--- src/rtl/inst_fetch_ctrl.sv ---
// Instruction fetch controller: issues word fetches, presents them to ID, and
// absorbs one in-flight word in a skid buffer when the pipeline stalls.
module inst_fetch_ctrl #(
    parameter logic [31:0] RESET_PC = 32'h00000000
) (
    input  logic        clk,
    input  logic        rst,
    input  logic        stall,
    input  logic        flush,
    input  logic [31:0] new_pc,
    input  logic        branch_flag,
    input  logic [31:0] branch_target,
    output logic        mem_req,
    output logic [31:0] mem_addr,
    input  logic        mem_ack,
    input  logic [31:0] mem_rdata,
    output logic        if_valid,
    output logic [31:0] if_pc,
    output logic [31:0] if_inst
);

    typedef enum logic [1:0] {IDLE, REQ, HOLD, DISCARD} state_t;

    state_t      state;
    logic [31:0] pc;
    logic        skid_valid;
    logic [31:0] skid_pc;
    logic [31:0] skid_inst;

    logic        consume;
    logic        out_free;
    logic        redirect;
    logic [31:0] redirect_pc;
    logic [31:0] next_addr;

    assign consume     = if_valid && !stall;
    assign out_free    = !if_valid || consume;
    // Exception redirect beats a branch; a branch from a stalled ID is not yet real.
    assign redirect    = flush || (branch_flag && !stall);
    assign redirect_pc = (flush ? new_pc : branch_target) & 32'hFFFF_FFFC;
    assign next_addr   = mem_addr + 32'd4;

    always_ff @(posedge clk) begin
        if (rst) begin
            state      <= IDLE;
            pc         <= RESET_PC;
            mem_req    <= 1'b0;
            mem_addr   <= 32'h0;
            if_valid   <= 1'b0;
            if_pc      <= 32'h0;
            if_inst    <= 32'h0;
            skid_valid <= 1'b0;
            skid_pc    <= 32'h0;
            skid_inst  <= 32'h0;
        end else begin
            // NOTE: these defaults sit above the state logic on purpose; a later
            // non-blocking assignment to the same register in this block wins.
            if (consume)
                if_valid <= 1'b0;
            if (redirect) begin
                pc         <= redirect_pc;
                if_valid   <= 1'b0;
                skid_valid <= 1'b0;
            end

            unique case (state)
                IDLE: begin
                    mem_req  <= 1'b1;
                    mem_addr <= redirect ? redirect_pc : pc;
                    state    <= REQ;
                end
                REQ: begin
                    if (redirect) begin
                        // Word returning on the redirect edge is stale; refetch at once.
                        if (mem_ack)
                            mem_addr <= redirect_pc;
                        else
                            state <= DISCARD;
                    end else if (mem_ack) begin
                        pc <= next_addr;
                        if (out_free) begin
                            if_valid <= 1'b1;
                            if_pc    <= mem_addr;
                            if_inst  <= mem_rdata;
                            mem_addr <= next_addr;
                        end else begin
                            skid_valid <= 1'b1;
                            skid_pc    <= mem_addr;
                            skid_inst  <= mem_rdata;
                            mem_req    <= 1'b0;
                            state      <= HOLD;
                        end
                    end
                end
                HOLD: begin
                    if (redirect) begin
                        mem_req  <= 1'b1;
                        mem_addr <= redirect_pc;
                        state    <= REQ;
                    end else if (out_free) begin
                        if (skid_valid) begin
                            if_valid   <= 1'b1;
                            if_pc      <= skid_pc;
                            if_inst    <= skid_inst;
                            skid_valid <= 1'b0;
                        end else begin
                            mem_req  <= 1'b1;
                            mem_addr <= pc;
                            state    <= REQ;
                        end
                    end
                end
                DISCARD: begin
                    // The abandoned request must complete before the bus is reused.
                    if (mem_ack) begin
                        mem_addr <= redirect ? redirect_pc : pc;
                        state    <= REQ;
                    end
                end
                default: state <= IDLE;
            endcase
        end
    end

endmodule

--- config.mk ---
export PLATFORM = sky130hd
export DESIGN_NAME = inst_fetch_ctrl
export DESIGN_NICKNAME = d
export VERILOG_FILES = /design/src/rtl/inst_fetch_ctrl.sv
export SDC_FILE = /design/constraint.sdc
export NUM_CORES = 1
export LEC_CHECK = 0
export ABC_AREA = 1
export CORE_MARGIN = 5
export CORE_UTILIZATION = 25
export CTS_CLUSTER_SIZE = 20
export DETAILED_ROUTE_END_ITERATION = 16
export SLEW_MARGIN = 25
export SYNTH_ARGS = -nofsm -noshare
export SYNTH_HDL_FRONTEND = slang
export SYNTH_SLANG_ARGS = --single-unit
export TNS_END_PERCENT = 5
--- constraint.sdc ---
create_clock -name clk -period 2.4 [get_ports clk]
set_input_delay 0.24 -clock clk [delete_from_list [all_inputs] [get_ports clk]]
set_output_delay 0.24 -clock clk [all_outputs]
set_load 0.05 [all_outputs]
## Word-level counts from Yosys, hierarchy flattened

Index checks and enable logic that the tools add are counted.

- Input bits: 102
- Register bits after elaboration: 197
- Output and inout bits: 98

- Mux-type cells: 61
- Add/subtract/negate cells: 1
- Bitwise operators: 2
- Reductions and logical operators: 14
- Equal/unequal tests: 17

Operators with widths:

| kind | count |
|---|---|
| 2-to-1 mux 32 bit | 25 |
| one-hot mux 32 bit (2 select lines) | 2 |
| one-hot mux 32 bit (4 select lines) | 1 |
| adder 32 x 3 -> 32 bit (second input constant) | 1 |
| 2-to-1 mux 1 bit | 21 |
| != test 3 bit (second input constant) | 6 |
| 2-to-1 mux 2 bit | 8 |
| != test 2 bit (second input constant) | 8 |
| AND reduction 6 bit | 2 |
| one-hot mux 2 bit (4 select lines) | 1 |
| AND reduction 7 bit | 1 |
| AND reduction 5 bit | 1 |
| == test 2 bit (second input constant) | 2 |
| one-hot mux 1 bit (2 select lines) | 2 |
| AND reduction 4 bit | 1 |
| one-hot mux 1 bit (3 select lines) | 1 |
| nonzero test 3 bit | 1 |
| == test 2 x 1 -> 1 bit (second input constant) | 1 |
| logical AND 1 bit | 2 |
| zero test 1 bit | 2 |
| zero test 2 bit | 1 |
| logical OR 1 bit | 2 |
| NOT 1 bit | 2 |
| nonzero test 2 bit | 1 |

## Logic depth before layout (Yosys ltp)

- Depth after elaboration: 8
- Gate-level depth with buffers: 11
- Mapped depth without buffers: 11

## Worst setup path after synthesis

No wires, ideal clock.

- Kind: register to register
- Start: register mem_addr[3]
- End: register pc[12]
- Clock period less this slack: 2038 ps
- Cell stages (with the launch flop): 10
- Arrival time: 1910 ps
- Buffers on the path: 0
- Setup slack: 362 ps
- Path through: dfxtp_1 ha_1 nand2_1 nor2_1 nand2_1 nor2_2 xor2_1 nand2_1 a21oi_1 nor2_1

- Word-level cells in the longest chain between the ends: 4

RTL lines:

| element | RTL line | text |
|---|---|---|
| start: declaration | 14 | `output logic [31:0] mem_addr,` |
| start signal: assignment | 69 | `mem_addr <= redirect ? redirect_pc : pc;` |
| start signal: assignment | 76 | `mem_addr <= redirect_pc;` |
| start signal: assignment | 85 | `mem_addr <= next_addr;` |
| adder 32 x 3 -> 32 bit | 41 | `assign next_addr = mem_addr + 32'd4;` |
| 2-to-1 mux 32 bit | 79 | `end else if (mem_ack) begin` |
| 2-to-1 mux 32 bit | 73 | `if (redirect) begin` |
| 2-to-1 mux 32 bit | 66 | `unique case (state)` |
| end signal: assignment | 61 | `pc <= redirect_pc;` |
| end signal: assignment | 80 | `pc <= next_addr;` |
| end: declaration | 25 | `logic [31:0] pc;` |

No other way between the ends.
A chain may end at the register's enable or synchronous reset.

## Final worst setup path

- Start: register mem_addr[15]
- End: output port mem_addr[15]

No word-level cell between the ends.

==> results.md <==
* CTS buffer count at 17
* Hold Slack at approximately 360 ps
* Root Buffer: clkbuf_16
* Reg2Reg Depth at 9
* Overall Power at 10.39 mW
* Vias in the first global route at 9,432
* Critical path fanouts, max at 6
* Power Density at 818.5 mW/mm2
* Total gr overflow at 0
* Crit path time final at 2186 ps
* Post-DP HPWL at 23,550 um
* Period Utilization, post-route at 91.08%
* RSZ-0062 raised after global routing: no
* Die height at 205.8 um
* Via count at between 9k and 10k
* Number of synthesized register bits at 197
* Leak at about 5.0 nW
* Slew headroom at between 50% and 60%
* Total negative setup slack at 0 ps
* PortBufs at 195
* Starting density of the core at 25.39%
* Critical Path Max Stage Delay at approximately 910 ps
* Post-CTS Resized at 0
* Cell Rows at 71
* Top-Level Pins at 200
* Share of cells above drive strength 1 at 6.125%
* Max_cap viols at 0
* Fmax achieved at between 400 and 500 MHz
* Final core occ at 33.64%
* Post-CTS Setup Repair Bufs at 0
* Final Hold Viols at 0
* Crit path depth at 1
* Largest net degree at the start of global routing at 129
* Syn nets at 1,538
* Clk_skew at ~14 ps
* Crit-path slowest cell: clkdlybuf4s50_1
* GPL Wtd Cong at 0.8676
* CTS clk-pin slew, worst paths at 70 ps
* WL final at 32,440 um
* Cell taking the most area after synthesis: dfxtp_1
* CTS Buffer Depth at 2
* Cell area after synthesis at 0.009585 mm2
* Post-route DRC at 0
* Fin. max-slew vios at 0
* Nets at 1,694
* ANT cells at 0
* Total global-route track usage at 15.17%
* VDD IR max at ~0.56 mV
* Synth cell types at 39
* Syn Area/Cell at 6.698 um2
* H-tree Lvls at 4
* Antenna-violating nets left at 0
* Gate Count Post-Synth at 1,431
* Startpoint types: register
* Seq/Total Area, Yosys at 41.14%
* DRT iter0 DRCs at ~600
* Buf+Inv Stages, Crit Path at 1
* Most frequent cells in the layout: 288 x nand2_1, 205 x nor2_1, 197 x dfxtp_1, 195 x clkdlybuf4s50_1, 156 x a21oi_1
* Synth top area share at 41.14%
* Crit path DAT at 1950 ps
* Worst setup EP type: output pin
* Pre-CTS setup slack at 96.42 ps
* Hold_buf cts at 0
* Crit path cell chain: clkdlybuf4s50_1
* CTS Sinks at 197
* Post-layout worst setup margin at 214.1 ps
* Core area at 0.03776 mm2
* Final setup fails at 0
* Hold path cells at 3
* Die area at roughly 0.042 mm2
* Largest delay contributor family on the critical path: buffers and inverters
* First-pass GRT wire length at 50,930 um
* Initial antenna violation count at 0
* First-pass DRT Iterations at 5
* CP Class: register to output pin
* Worst-margin pin slew at between 600 and 700 ps
* Die width at a little over 200 um
* Outcome: finished clean
* Most common cell after layout, fill and taps aside: nand2_1
* Layout area overhead at 32.49%
* Clk_lat worst skew at 450 ps
* Top post-synthesis cells by area: dfxtp_1 41%, nand2_1 11%, a21oi_1 8.1%, nor2_1 8.0%, o21ai_1 7.3%
* Synth Warn # at 0
* Via-per-instance ratio at 4.645
* Average wire per standard cell at 15.37 um
* Worst hold path class: primary input to register
* Critical Path RT at between 2000 and 2500 ps
* CTS tree: built
synthesized netlist by cell type, drive strengths merged:
master     n
nand2    292
o21ai    243
nor2     215
dfxtp    197
a21oi    157
inv      121
buf       57
nand3     55
clkbuf    35
xor2      16
nand4      7
nor3       7
a31oi      5
ha         5
o211ai     5
a211oi     2
o21a       2
a21boi     1
a221oi     1
clkinv     1
o2111ai    1
o211a      1
o21bai     1
o221ai     1
o22ai      1
o31ai      1
xnor2      1
routing by layer:
| metal | vias up | part of all wire [%] | track usage [%] |
|---|---|---|---|
| li1 | 4978 | - | - |
| met1 | 4463 | 43 | 18.97 |
| met2 | 312 | 47 | 25.79 |
| met3 | 53 | 6.8 | 3.499 |
| met4 | 0 | 2.9 | 5.086 |
| met5 | - | 0 | 0 |
stage by stage:
step	std cells	area (um2)
finish	2111	12700
global route	2111	12700
CTS	2111	12700
global placement	2079	12130
detailed placement	2079	12130
floorplan	1431	9585
cell families (layout without fill, tap and decap cells):
| kind of cell | Yosys count | in the layout | synth area share [%] |
|---|---|---|---|
| and+or+nand+nor | 576 | 576 | 24.32 |
| AOI/OAI and AO/OA | 422 | 422 | 22.74 |
| buffers and inverters | 214 | 383 | 9.594 |
| DFF | 197 | 197 | 41.14 |
| xor gates and xnor gates | 17 | 17 | 1.553 |
| adders and majority gates | 5 | 5 | 0.6527 |
sequential cells by signal, indices dropped and copies added (netlist names):
register / count
skid_valid: 1
if_valid: 1
if_pc: 32
skid_pc: 32
mem_addr: 32
skid_inst: 32
state: 2
pc: 32
if_inst: 32
mem_req: 1
cell type report:
cell class | count | area, um2
Sequential cell | 197 | 3944
Timing Repair Buffer | 229 | 2345
Tap cell | 511 | 639.4
Inverter | 122 | 460.4
Clock inverter | 15 | 143.9
Fill cell | 4054 | 25060
Clock buffer | 17 | 425.4
Multi-Input combinational cell | 1020 | 4742
report_power, final:
part	leakage (nW)	internal [mW]	switching (mW)	total, mW
Sequential	1.61	3.63	0.294	3.93
Combinational	3.09	1.18	2.43	3.62
Clock	0.267	1.46	1.39	2.85
Total	4.97	6.27	4.12	10.4
path summary, 6_finish.rpt:
path,endpoint,start,slack (ps)
setup / recovery,mem_addr[15],mem_addr[15]$_SDFFE_PP0P_,210
hold / removal,skid_inst[27]$_SDFFE_PP0P_,mem_rdata[27],360
setup reg to reg,pc[19]$_SDFF_PP0_,state[1]$_SDFFE_PP0P_,380
hold reg to reg,mem_req$_SDFFE_PP0P_,mem_req$_SDFFE_PP0P_,470
Note: power is estimated with default switching activity, not from simulation.
